File: src/rtl/tdm_demux.sv
// rtl/tdm_demux.sv - TDM serial link receiver: deserialise, align to fsync, steer slot words
//
// Ports:
//   clk         rising-edge clock
//   rst         asynchronous reset, active-low
//   din         serial data, one bit per cycle, MSB of each slot first
//   fsync       frame sync, high on the cycle carrying the MSB of slot 0
//   dout        most recently completed slot word
//   ch_sel      slot index of dout
//   dout_valid  one-cycle strobe, dout/ch_sel just updated
//   frame_done  one-cycle strobe with dout_valid for the last slot of a frame
//   ch_out      per-channel holding registers, channel k at [k*W +: W]
//   locked      high while frame alignment is held (RUN)
//   sync_err    one-cycle strobe on an alignment violation

module tdm_demux #(
    parameter int NCH = 4,
    parameter int W   = 8
) (
    input  logic                   clk,
    input  logic                   rst,
    input  logic                   din,
    input  logic                   fsync,
    output logic [W-1:0]           dout,
    output logic [$clog2(NCH)-1:0] ch_sel,
    output logic                   dout_valid,
    output logic                   frame_done,
    output logic [NCH*W-1:0]       ch_out,
    output logic                   locked,
    output logic                   sync_err
);

    localparam int BW = $clog2(W);
    localparam int SW = $clog2(NCH);
    localparam logic [BW-1:0] BIT_LAST  = BW'(W - 1);
    localparam logic [SW-1:0] SLOT_LAST = SW'(NCH - 1);
    localparam logic [BW-1:0] BIT_ONE   = BW'(1);
    localparam logic [SW-1:0] SLOT_ONE  = SW'(1);

    typedef enum logic {
        HUNT = 1'b0,
        RUN  = 1'b1
    } state_t;

    state_t        state;
    logic [BW-1:0] bit_cnt;
    logic [SW-1:0] slot_cnt;
    logic [W-2:0]  shift;

    logic [W-1:0]  word_nxt;
    logic          frame_start;
    logic          slot_end;

    // Only W-1 bits are stored; the current din completes the word.
    assign word_nxt    = {shift, din};
    // Bit 0 of slot 0: the one cycle where fsync is expected while locked.
    assign frame_start = (bit_cnt == '0) && (slot_cnt == '0);
    assign slot_end    = (bit_cnt == BIT_LAST);

    always_ff @(posedge clk or negedge rst) begin
        if (!rst) begin
            state      <= HUNT;
            bit_cnt    <= '0;
            slot_cnt   <= '0;
            shift      <= '0;
            dout       <= '0;
            ch_sel     <= '0;
            dout_valid <= 1'b0;
            frame_done <= 1'b0;
            ch_out     <= '0;
            locked     <= 1'b0;
            sync_err   <= 1'b0;
        end else begin
            dout_valid <= 1'b0;
            frame_done <= 1'b0;
            sync_err   <= 1'b0;

            case (state)
                HUNT: begin
                    if (fsync) begin
                        shift    <= word_nxt[W-2:0];
                        bit_cnt  <= BIT_ONE;
                        slot_cnt <= '0;
                        state    <= RUN;
                        locked   <= 1'b1;
                    end
                end

                RUN: begin
                    if (fsync) begin
                        // fsync always (re)starts slot 0 with this bit as MSB.
                        // Off the expected cycle it is an alignment error and
                        // the partial slot, even one on its last bit, is dropped.
                        sync_err <= !frame_start;
                        shift    <= word_nxt[W-2:0];
                        bit_cnt  <= BIT_ONE;
                        slot_cnt <= '0;
                    end else if (frame_start) begin
                        // Missing fsync: drop alignment, discard this bit.
                        sync_err <= 1'b1;
                        state    <= HUNT;
                        locked   <= 1'b0;
                        shift    <= '0;
                    end else if (slot_end) begin
                        dout                    <= word_nxt;
                        ch_sel                  <= slot_cnt;
                        ch_out[slot_cnt*W +: W] <= word_nxt;
                        dout_valid              <= 1'b1;
                        frame_done              <= (slot_cnt == SLOT_LAST);
                        shift                   <= word_nxt[W-2:0];
                        bit_cnt                 <= '0;
                        // NCH is a power of two, so this wraps to slot 0.
                        slot_cnt                <= slot_cnt + SLOT_ONE;
                    end else begin
                        shift   <= word_nxt[W-2:0];
                        bit_cnt <= bit_cnt + BIT_ONE;
                    end
                end

                default: begin
                    state  <= HUNT;
                    locked <= 1'b0;
                end
            endcase
        end
    end

endmodule
File: config.mk
export PLATFORM = sky130hd
export DESIGN_NAME = tdm_demux
export DESIGN_NICKNAME = d
export VERILOG_FILES = /design/src/rtl/tdm_demux.sv
export SDC_FILE = /design/constraint.sdc
export NUM_CORES = 1
export LEC_CHECK = 0
export ABC_AREA = 1
export CAP_MARGIN = 20
export CORE_ASPECT_RATIO = 0.5
export CORE_MARGIN = 2
export CORE_UTILIZATION = 55
export DETAILED_ROUTE_END_ITERATION = 10
export GPL_ROUTABILITY_DRIVEN = 0
export GPL_TIMING_DRIVEN = 0
export PLACE_DENSITY = 0.85
export SLEW_MARGIN = 30
export SYNTH_ARGS = -nofsm -noshare
export SYNTH_HDL_FRONTEND = slang
export SYNTH_SLANG_ARGS = --single-unit
File: constraint.sdc
create_clock -name clk -period 5.3 [get_ports clk]
set_input_delay 0.53 -clock clk [delete_from_list [all_inputs] [get_ports clk]]
set_output_delay 0.53 -clock clk [all_outputs]
set_load 0.005 [all_outputs]
# Word level (Yosys, flattened, before mapping)

Index checks and enable logic that the tools add are counted.

Register bits: 59
Input port bits: 4
Output and inout port bits: 46
Logic and storage cells: 68

Add/subtract/negate cells: 3
Eq/ne operators: 7
Shift operators: 2
Mux-type cells: 34
Bitwise gates (word level): 3
Reductions and logical operators: 8

Operators by type and width:

| operator                  | number |
|---|---|
| $neg A5 Y34               | 1 |
| $shift A8 B34 Y32 const A | 1 |
| $shiftx A8 B34 Y32        | 1 |
| $bwmux W32                | 1 |
| $mux W7                   | 3 |
| $mux W1                   | 17 |
| $pmux W7 S2               | 1 |
| $mux W3                   | 4 |
| $mux W2                   | 4 |
| $pmux W3 S2               | 1 |
| $reduce_and A3 Y1         | 2 |
| $ne A2 B2 Y1 const B      | 2 |
| $pmux W1 S2               | 2 |
| $pmux W2 S2               | 1 |
| $reduce_and A4 Y1         | 1 |
| $add A3 B1 Y3 const B     | 1 |
| $eq A3 B3 Y1 const B      | 1 |
| $logic_not A3 Y1          | 1 |
| $ne A3 B2 Y1 const B      | 1 |
| $ne A3 B3 Y1 const B      | 1 |
| $not A1 Y1                | 3 |
| $add A2 B1 Y2 const B     | 1 |
| $eq A2 B2 Y1 const B      | 1 |
| $logic_not A2 Y1          | 1 |
| other kinds (4)           | 4 |

# Depth between registers and ports, before layout

Word-level depth: 5
Depth in mapped cells: 10
Gate-level depth less buffers: 9

# Worst setup path before layout

Ideal clock, no wire load.

Path type: reg2reg
Start: register slot_cnt[0]
End: register ch_out[4]
Data arrival time: 1761 ps
Path slack: 3419 ps
Cell stages (with the launch flop): 11
Path buffers: 2
Clock period less this slack: 1881 ps
Path through: dfrtp_1 -> buf_2 -> inv_2 -> ha_1 -> nand3_1 -> ha_1 -> nand3_4 -> inv_2 -> buf_6 -> nand3_1 -> nand2_1

Longest elaborated chain between the ends: 4

Ends and longest elaborated chain:

| what                                                | RTL line | text |
|---|---|---|
| from (decl)                                         | 47       | `logic [SW-1:0] slot_cnt;` |
| from (signal assigned)                              | 113      | `slot_cnt <= slot_cnt + SLOT_ONE;` |
| branches (longest 4 deep; another with $neg A5 Y34) | -        |  |
| to (signal, indexed assignment)                     | 107      | `ch_out[slot_cnt*W +: W] <= word_nxt;` |
| to (decl)                                           | 28       | `output logic [NCH*W-1:0] ch_out,` |

Parallel ways; which one is timed is not known.
A chain may end at the register's enable or synchronous reset.

# Worst setup path in the final report

Start: register slot_cnt[0]
End: register ch_out[12]

Same word-level chain as after synthesis.

==> run_results.csv <==
group,metric,value,unit
synth,ys_warn_count,0,
worst_setup_path,crit_chain,"buf_2 -> inv_2 -> ha_1 -> nand3_1 -> ha_1 -> nand3_4 -> nor2_4 -> inv_2 -> nand2_1 -> nand2_1",
power,ir_worst_vdd,0.000257,V
power,power_density,342,nW/um^2
hold_path,hold_path_class,"input port to async pin",
route,wl_per_cell,13.5,um
synth,ys_seq_area_frac,0.561,
status,status,"finished clean",
timing,setup_violations,0,
synth,muxShareOfSynthArea,0,
worst_setup_path,cp-end-kind,"flop",
worst_setup_path,cp-start-kind,"flop",
worst_setup_path,r2r_end,"ch_out[12]$_DFFE_PN0P_",
clock_network,cts_inserted_buffers,9,
finish,fillerInstances,313,
clock_network,cts_hold_buf,0,
worst_setup_path,crit_path_top_delay_cell,"dfrtp_1",
grt,grtUsageTotal,0.250,
grt,grt_max_degree,40,
synth,avgSynthCellArea,8.71,sq um
clock_network,cts_resized,0,
clock_network,clk_latency,0.33,ns
run,maxCapViolCount,0,
floorplan,ios,50,
timing,skew,0.00546,ns
clock_network,cts_tree,"yes",
worst_setup_path,cp.arrival,2.53,ns
grt,grt_pass1_vias,2110,
floorplan,die_w,102,um
grt,grt_antenna_before_repair,0,
timing,tns,0,ns
place,pre_cts_ws,2.97,ns
worst_setup_path,reg2reg_setup_slack,2.99,ns
worst_setup_path,critPathRequiredTime,5.52,ns
clock_network,clock-sinks,59,
timing,period_share,0.436,
synth,synth_top_family_by_area,"simple AND/OR/NAND/NOR gates",
worst_setup_path,r2r.worst_path.cells,10,
route,drc,0,
timing,rsz0062_at_grt,"false",
clock_network,cts_setup_buffers,0,
grt,grt_overflow,0,
floorplan,die_area,5380,sq um
finish,diodes,0,
synth,synth_cell_types,17,
floorplan,die-height,52.9,um
clock_network,htreeDepth,3,
timing,worstMarginPinSlew,0.513,ns
timing,hold_viol_final,0,
worst_setup_path,slowest_delay,0.37,ns
route,drtPass1Iterations,4,
synth,synthXorXnorAreaFrac,0,
route,vias,2208,
route,routed_wl,5840,um
timing,slew_viol_final,0,
worst_setup_path,cp-endpoint,"ch_out[12]$_DFFE_PN0P_",
clock_network,ctsLongestPathBuffers,2,
synth,synthAdderAreaFrac,0.0476,
finish,mostFrequentLayoutCells,"nand2_1 (122), dfrtp_1 (59), clkdlybuf4s50_1 (48)",
clock_network,path_clk_slew,0.06,ns
synth,synth_compound_area_frac,0.0247,
synth,synth-simple-area-share,0.307,
route,drt_iter0_markers,161,
timing,post-route-min-period,2.31,ns
finish,final_common_cell,"nand2_1",
synth,syn_nets,316,
floorplan,initial_core_util,0.586,
synth,netlist_area,2630,sq um
power,p_leak,1.84,nW
finish,nets,377,
synth,ys_seq_elements,59,
floorplan,coreArea,4490,sq um
clock_network,cts_root_buf,"clkbuf_8",
worst_setup_path,crit_fanout,9,
place,io_buffers,49,
finish,drive_gt1_frac,0.0929,
finish,synthToLayoutAreaGrowth,28.8,%
timing,maxSlewHeadroom,0.657,
worst_setup_path,crit_start,"slot_cnt[0]$_DFFE_PN0P_",
timing,fmax,433,MHz
synth,syn-instance-count,302,
route,ant_nets,0,
floorplan,num_rows,17,
worst_setup_path,critical_path_class,"flop to flop",
worst_setup_path,r2r-start,"slot_cnt[0]$_DFFE_PN0P_",
route,avgViaCountPerCell,5.11,
timing,layout_setup_ws,2.99,ns
place,place_hpwl,4200,um
grt,grt_pass1_wl,9800,um
[worst min-delay path by stage]
stage                             endpoint  slack (ns)  cells past startpoint
floorplan           bit_cnt[0]$_DFFE_PN0P_        0.23                      0
global placement        locked$_DFFE_PN0P_        0.46                      2
detailed placement     dout[5]$_DFFE_PN0P_        0.43                      1
CTS                   shift[6]$_DFFE_PN0P_        0.07                      1
global route           dout[5]$_DFFE_PN0P_        0.07                      1
finish                 dout[2]$_DFFE_PN0P_        0.07                      1
[cells by family (layout without fill, tap and decap cells)]
group           Yosys count  in the layout
simple gates            184            184
flops                    59             59
buf+inv                  36            100
compound gates           13             13
fa+ha+maj                10             10
[sequential cells by signal, indices dropped and copies added (netlist names)]
| register | flops |
|---|---|
| locked | 1 |
| dout_valid | 1 |
| ch_sel | 2 |
| dout | 8 |
| bit_cnt | 3 |
| ch_out | 32 |
| sync_err | 1 |
| slot_cnt | 2 |
| state | 1 |
| frame_done | 1 |
| shift | 7 |
[through the flow]
stage / utilization / total power [W] / std cells / area (sq um) / hold slack [ns]
3_3_place_gp: 0.714 / 0.000798 / 417 / 3200 / 0.456
4_1_cts: 0.755 / 0.00117 / 432 / 3390 / 0.0677
6_report: 0.755 / 0.00116 / 432 / 3390 / 0.0734
3_5_place_dp: 0.718 / 0.000818 / 418 / 3220 / 0.431
5_1_grt: 0.755 / 0.00123 / 432 / 3390 / 0.0672
2_1_floorplan: - / 0.000690 / 302 / 2630 / 0.234
[report_power, final]
group	total [W]	leakage, nW	internal (W)	switching (W)
clock	0.000347	0.0908	0.000187	0.000160
sequential	0.000586	0.803	0.000511	0.0000749
combinational	0.000226	0.944	0.000104	0.000122
total	0.00116	1.84	0.000802	0.000357
[per-layer routing]
metal	wire length [um]	vias to the layer above	track usage	part of all wire
met4	72	0	0.0946	0.012
met1	2630	1064	0.327	0.45
li1	-	1072	-	-
met2	2710	61	0.389	0.46
met3	430	11	0.0872	0.074
met5	0	-	0	0
[worst max-delay path: cells and delay by family (launching register included)]
family	cells	cell delay, ns
flops	1	0.37
simple gates	5	0.84
fa+ha+maj	2	0.54
buf+inv	3	0.44
[final cells by class]
type	count	area, sq um	area share
sequential	59	1480	0.436
multi-input combinational	207	997	0.294
buffer	5	40.0	0.0118
clock buffer	11	151	0.0447
tap	66	82.6	0.0244
inverter	31	116	0.0344
clock inverter	3	15.0	0.00443
timing repair buffer	50	508	0.150
[synth_stat cells]
cell / instances / share of area
nand2_1: 122 / 0.17
dfrtp_1: 59 / 0.56
nand3_1: 44 / 0.084
inv_1: 26 / 0.037
o21ai_0: 13 / 0.025
ha_1: 10 / 0.048
inv_2: 5 / 0.0071
nor2_1: 5 / 0.0071
nor2_4: 4 / 0.017
nand4_1: 3 / 0.0071
buf_2: 2 / 0.0038
buf_6: 2 / 0.0086
nor2_2: 2 / 0.0048
nor3_1: 2 / 0.0038
buf_4: 1 / 0.0029
nand2_2: 1 / 0.0024
nand3_4: 1 / 0.0067
Note: power is estimated with default switching activity, not from simulation.
